<file path="src/rtl/davos_pkg.sv">
// Shared mem-command definitions: field widths and the splitter FSM state type.
package davos_pkg;
  localparam int MEM_ADDR_W = 64;
  localparam int MEM_LEN_W  = 32;

  typedef enum logic {IDLE = 1'b0, SPLIT = 1'b1} split_state_e;

  function automatic logic [MEM_LEN_W:0] min33(input logic [MEM_LEN_W:0] a,
                                               input logic [MEM_LEN_W:0] b);
    return (a < b) ? a : b;
  endfunction
endpackage

</file>
<file path="src/rtl/mem_cmd_rr_splitter_rr_arbiter.sv">
// Round-robin arbiter: grants the first requester above last_grant, wrapping around.
module rr_arbiter #(
  parameter int NUM_CH = 4,
  parameter int CH_W   = (NUM_CH > 1) ? $clog2(NUM_CH) : 1
) (
  input  logic [NUM_CH-1:0] request_i,
  input  logic [CH_W-1:0]   last_grant_i,
  output logic [NUM_CH-1:0] grant_o
);
  logic found;

  always_comb begin
    grant_o = '0;
    found   = 1'b0;
    for (int k = 1; k <= NUM_CH; k++) begin
      automatic int idx = (int'(last_grant_i) + k) % NUM_CH;
      if (!found && request_i[idx]) begin
        grant_o[idx] = 1'b1;
        found        = 1'b1;
      end
    end
  end
endmodule

</file>
<file path="src/rtl/mem_cmd_rr_splitter.sv">
// Arbitrates NUM_CH mem-command channels round-robin and splits each accepted
// command into MAX_LEN-aligned chunks, one chunk per cycle under continuous ready.
module mem_cmd_rr_splitter
  import davos_pkg::*;
#(
  parameter int NUM_CH  = 4,
  parameter int MAX_LEN = 4096,
  parameter int CH_W    = (NUM_CH > 1) ? $clog2(NUM_CH) : 1
) (
  input  logic                        aclk,
  input  logic                        aresetn,
  input  logic [NUM_CH-1:0]           s_cmd_valid,
  output logic [NUM_CH-1:0]           s_cmd_ready,
  input  logic [NUM_CH*MEM_ADDR_W-1:0] s_cmd_address,
  input  logic [NUM_CH*MEM_LEN_W-1:0]  s_cmd_length,
  output logic                        m_cmd_valid,
  input  logic                        m_cmd_ready,
  output logic [MEM_ADDR_W-1:0]       m_cmd_address,
  output logic [MEM_LEN_W-1:0]        m_cmd_length,
  output logic [CH_W-1:0]             m_cmd_dest,
  output logic                        m_cmd_last
);
  localparam logic [MEM_LEN_W:0]    MAX33    = (MEM_LEN_W+1)'(MAX_LEN);
  localparam logic [MEM_ADDR_W-1:0] OFF_MASK = MEM_ADDR_W'(MAX_LEN - 1);

  split_state_e          state_q, state_d;
  logic [CH_W-1:0]       last_grant_q, last_grant_d;
  logic [MEM_ADDR_W-1:0] addr_q, addr_d;
  logic [MEM_LEN_W:0]    rem_q, rem_d;
  logic                  mvalid_q, mvalid_d;
  logic [MEM_ADDR_W-1:0] maddr_q, maddr_d;
  logic [MEM_LEN_W-1:0]  mlen_q, mlen_d;
  logic [CH_W-1:0]       mdest_q, mdest_d;
  logic                  mlast_q, mlast_d;

  logic [NUM_CH-1:0]     grant;
  logic [CH_W-1:0]       gidx;
  logic [MEM_ADDR_W-1:0] sel_addr, sel_off;
  logic [MEM_LEN_W-1:0]  sel_len;
  logic [MEM_LEN_W:0]    first_chunk, next_chunk;
  logic                  accept;

  rr_arbiter #(.NUM_CH(NUM_CH), .CH_W(CH_W)) u_arb (
    .request_i    (s_cmd_valid),
    .last_grant_i (last_grant_q),
    .grant_o      (grant)
  );

  assign s_cmd_ready = (aresetn && state_q == IDLE) ? grant : '0;
  assign accept      = |s_cmd_ready;

  always_comb begin
    gidx = '0;
    for (int i = 0; i < NUM_CH; i++)
      if (grant[i]) gidx = CH_W'(i);
  end

  assign sel_addr = s_cmd_address[MEM_ADDR_W*int'(gidx) +: MEM_ADDR_W];
  assign sel_len  = s_cmd_length[MEM_LEN_W*int'(gidx) +: MEM_LEN_W];
  assign sel_off  = sel_addr & OFF_MASK;
  // First chunk stops at the next aligned boundary; later chunks start aligned.
  assign first_chunk = min33({1'b0, sel_len}, MAX33 - (MEM_LEN_W+1)'(sel_off));
  assign next_chunk  = min33(rem_q, MAX33);

  always_comb begin
    state_d      = state_q;
    last_grant_d = last_grant_q;
    addr_d       = addr_q;
    rem_d        = rem_q;
    mvalid_d     = mvalid_q;
    maddr_d      = maddr_q;
    mlen_d       = mlen_q;
    mdest_d      = mdest_q;
    mlast_d      = mlast_q;
    case (state_q)
      IDLE: begin
        if (accept) begin
          last_grant_d = gidx;
          if (sel_len != '0) begin
            state_d  = SPLIT;
            mvalid_d = 1'b1;
            maddr_d  = sel_addr;
            mlen_d   = first_chunk[MEM_LEN_W-1:0];
            mdest_d  = gidx;
            mlast_d  = (first_chunk == {1'b0, sel_len});
            addr_d   = sel_addr + MEM_ADDR_W'(first_chunk);
            rem_d    = {1'b0, sel_len} - first_chunk;
          end
        end
      end
      SPLIT: begin
        if (mvalid_q && m_cmd_ready) begin
          if (mlast_q) begin
            state_d  = IDLE;
            mvalid_d = 1'b0;
          end else begin
            maddr_d = addr_q;
            mlen_d  = next_chunk[MEM_LEN_W-1:0];
            mlast_d = (next_chunk == rem_q);
            addr_d  = addr_q + MEM_ADDR_W'(next_chunk);
            rem_d   = rem_q - next_chunk;
          end
        end
      end
    endcase
  end

  always_ff @(posedge aclk) begin
    if (!aresetn) begin
      state_q      <= IDLE;
      last_grant_q <= CH_W'(NUM_CH - 1);
      addr_q       <= '0;
      rem_q        <= '0;
      mvalid_q     <= 1'b0;
      maddr_q      <= '0;
      mlen_q       <= '0;
      mdest_q      <= '0;
      mlast_q      <= 1'b0;
    end else begin
      state_q      <= state_d;
      last_grant_q <= last_grant_d;
      addr_q       <= addr_d;
      rem_q        <= rem_d;
      mvalid_q     <= mvalid_d;
      maddr_q      <= maddr_d;
      mlen_q       <= mlen_d;
      mdest_q      <= mdest_d;
      mlast_q      <= mlast_d;
    end
  end

  assign m_cmd_valid   = mvalid_q;
  assign m_cmd_address = maddr_q;
  assign m_cmd_length  = mlen_q;
  assign m_cmd_dest    = mdest_q;
  assign m_cmd_last    = mlast_q;
endmodule

</file>
<file path="config.mk">
export PLATFORM = sky130hd
export DESIGN_NAME = mem_cmd_rr_splitter
export DESIGN_NICKNAME = d
export VERILOG_FILES = /design/src/rtl/davos_pkg.sv /design/src/rtl/mem_cmd_rr_splitter_rr_arbiter.sv /design/src/rtl/mem_cmd_rr_splitter.sv
export SDC_FILE = /design/constraint.sdc
export NUM_CORES = 1
export LEC_CHECK = 0
export BUFFER_PORTS_ARGS = -buffer_cell sky130_fd_sc_hd__clkbuf_2
export CORE_MARGIN = 2
export CORE_UTILIZATION = 45
export CTS_BUF_LIST = sky130_fd_sc_hd__clkbuf_16
export CTS_CLUSTER_SIZE = 28
export DETAILED_ROUTE_END_ITERATION = 6
export PLACE_DENSITY = 0.74
export SYNTH_ARGS = -nofsm -noshare
export SYNTH_HDL_FRONTEND = slang
export SYNTH_SLANG_ARGS = --single-unit
</file>
<file path="constraint.sdc">
create_clock -name aclk -period 9.3 [get_ports aclk]
set_input_delay 1.86 -clock aclk [delete_from_list [all_inputs] [get_ports aclk]]
set_output_delay 1.86 -clock aclk [all_outputs]
set_load 0.1 [all_outputs]
</file>
==> flow_summary.toml <==
[die]
core_sq_um = 42800
dieArea_sq_um = 44700
rows = 76
io_pins = 495
fp.dieW_um = 211
die_y_um = 211
start_util_pct = 45.3

[cts]
cts_buffers = 17
clock-sinks = 200
clk_latency_ns = 0.48
htree_num_levels = 4
cts_tree = "yes"
clk_pin_slew_ns = 0.09
cts-root-buf = "clkbuf_16"
clock_path_buffers = 2
cts_hold_buf = 0

[sta]
slew_violations = 0
max-slew-margin-rel_pct = 19.1
max_slew.worst_pin.slew_ns = 1.21
fin_crit_sh_pct = 95.8
fmax_ghz = 0.112
finalWorstSetupSlack_ns = 0.387
fin_skew_ns = 0.0191
hold_viol_final = 0
setup_viol = 0
layout_min_cycle_time_ns = 8.91

[yosys]
synth_edf_count = 0
synthDistinctLibCells = 93
avgSynthCellArea_sq_um = 7.30
netlist.top_cell.by_area = "dfxtp_1"
synth.ff_latch_count = 200
netlist_top_cells_area = "dfxtp_1 21%, ha_1 6.4%, nand2_1 5.9%"
synth_top_area_share_pct = 20.7
seq_area_frac_synth_pct = 20.7
syn_inst = 2655
synthFlopType = "dfxtp_1"
netlist_area_sq_um = 19400
async_flop_share_pct = 0
yosysWarnings = 0

[detailed_routing]
drt-total-wl_mm = 80.8
final_antenna_net_count = 0
route.vias.total = 23100
first_pass_iters = 6
drt_iter0_drc = 2263
drcViolationCount = 0
vias_per_cell = 6.20
routedWlPerCell_um = 21.7

[pwr]
pwr_density_cell_nw_per_um2 = 493
switching_share_pct = 56.4
power.share.clock_pct = 6.7
ir_drop_v = 0.000381
combinationalPowerShare_pct = 82.0
p_int_mw = 5.14
p_total_mw = 11.8
p_leak_nw = 10.8
switchingPower_mw = 6.66
power_frac_seq_pct = 11.3

[place]
dp.cells = 3697
pre_cts_ws_ns = -0.173
gp_congestion = 1.07
placed_cell_area_sq_um = 23200
place.port_buffers = 494
dp_hpwl_mm = 62.7

[critical_path]
startpoint_type = "input port"
rr_worst_depth = 40
crit_path_end_kind = "register"
max_stage_delay_ns = 0.53
cpMostUsedCell = "buf_4"
worst-path-buf-inv = 7
path_depth = 38
worstPathRequired_ns = 9.67
cpLargestDelayFamily = "compound AO/OA/AOI/OAI gates"
worstPathMaxFanout = 9
timing_worst_setup_path_type = "in -> reg"
crit_path_top_delay_cell = "mux4_2"
arrival_ns = 9.28

[global_routing]
antenna_found_initial = 1
grt_pass1_wl_mm = 123
first_global_vias = 21500
grt_remaining_overflow = 0
grt_start_max_net_pins = 106
track_usage_pct = 34.9

[worst_hold_path]
hold_depth = 2
min_path_type = "reg -> reg"

[finish]
post-route-cell-area_sq_um = 23900
antenna_cells = 0
num-fill-cells = 4135
final_cells = 3730
layout-drive-gt1-share_pct = 24.7
fin_nets = 3664
syn2layout_area_growth_pct = 23.5

[run_status]
outcome = "finished clean"

[run]
maxCapViolCount = 0
per-stage QoR:
| step | setup TNS (ns) | util, % | hold WS (ns) |
|---|---|---|---|
| 2_1_floorplan | 0 | - | 0.440 |
| 3_3_place_gp | 0 | 54.2 | 0.442 |
| 3_5_place_dp | -1.07 | 54.2 | 0.445 |
| 4_1_cts | 0 | 55.6 | 0.460 |
| 5_1_grt | -0.0687 | 55.9 | 0.477 |
| 6_report | 0 | 55.9 | 0.458 |
synthesized netlist by cell type (all sizes together), types with 11 or more instances:
master / count
a2111o: 12
nor2: 241
dfxtp: 200
or4: 17
nand2: 305
a31oi: 22
nand2b: 57
nor4: 21
a211oi: 105
and2: 28
ha: 99
nor3: 74
xor2: 43
o211a: 19
xnor2: 75
o221ai: 24
nand3: 52
nand4: 42
and3: 41
o31ai: 25
a21o: 72
o221a: 11
buf: 61
o211ai: 87
o21a: 27
clkbuf: 140
mux2i: 58
a21boi: 15
a311oi: 27
a21oi: 227
o22ai: 16
or3: 21
inv: 67
o21ai: 144
nor2b: 14
a221oi: 13
o21bai: 12
o31a: 16
final cells by class:
cell class,count,area (sq um),share of cell area (%)
well taps,546,683,2.86
multi-input cells,2225,14600,61.2
inverters,67,254,1.06
clock buffers,17,425,1.78
clock inverters,15,188,0.785
repair buffers,660,3730,15.6
flip-flops and latches,200,4010,16.8
sequential cells by signal (all words and copies together) (netlist names):
register,count
addr_q,64
m_cmd_address,64
rem_q,33
m_cmd_length,32
last_grant_q,2
m_cmd_dest,2
m_cmd_last,1
m_cmd_valid,1
state_q,1
routing by layer:
layer | vias up | global-route usage (%) | share of wire [%]
li1 | 10900 | - | -
met1 | 10900 | 46.3 | 43
met2 | 1119 | 55.8 | 45
met3 | 190 | 6.78 | 8.0
met4 | 2 | 13.8 | 4.0
met5 | - | 0 | 0.016
worst reg2reg max path: cells and delay by family, from the launching register on:
kind	cells	cell delay (ns)
buffers and inverters	9	1.54
XOR/XNOR	2	0.36
flip-flops	1	0.32
adder cells (fa/ha/maj)	4	1.36
AND/OR/NAND/NOR	10	1.58
AO/OA/AOI/OAI	13	2.59
multiplexers	2	0.58
layout by cell type, fill, tap and decap left out, drive strengths merged, types with 58 or more instances in the layout:
| master | count |
|---|---|
| xnor2 | 75 |
| inv | 74 |
| nor3 | 74 |
| a21o | 72 |
| buf | 167 |
| o211ai | 87 |
| clkbuf | 510 |
| nand2 | 305 |
| a211oi | 105 |
| o21ai | 144 |
| mux2i | 58 |
| a21oi | 227 |
| nor2 | 241 |
| dfxtp | 200 |
| ha | 99 |
timing repair:
action                     CTS  global route
setup endpoints to repair    0            42
resized for setup            0            22
buffers inserted             0             1
kinds of logic after synthesis:
kind of cell	share of synthesized area, %
flops	20.7
xor+xnor	5.34
compound gates	33.2
buf+inv	5.99
other cells	0.0388
simple gates	23.7
mux	4.28
fa+ha+maj	6.71
power groups by stage:
stage	clock [mW]	sequential, mW	combinational (mW)
3_3_place_gp	0	1.33	9.15
5_1_grt	0.834	1.36	10.4
4_1_cts	0.804	1.33	9.33
6_report	0.793	1.33	9.67
2_1_floorplan	0	1.92	5.91
3_5_place_dp	0	1.34	9.28
final timing paths:
check	start	endpoint	slack, ns
setup / recovery	s_cmd_valid[1]	addr_q[42]	0.39
hold / removal	m_cmd_address[3]	m_cmd_address[3]	0.46
setup reg to reg	last_grant_q[0]	addr_q[42]	0.89
hold reg to reg	m_cmd_address[3]	m_cmd_address[3]	0.46
Power figures use the tool's default switching activity.
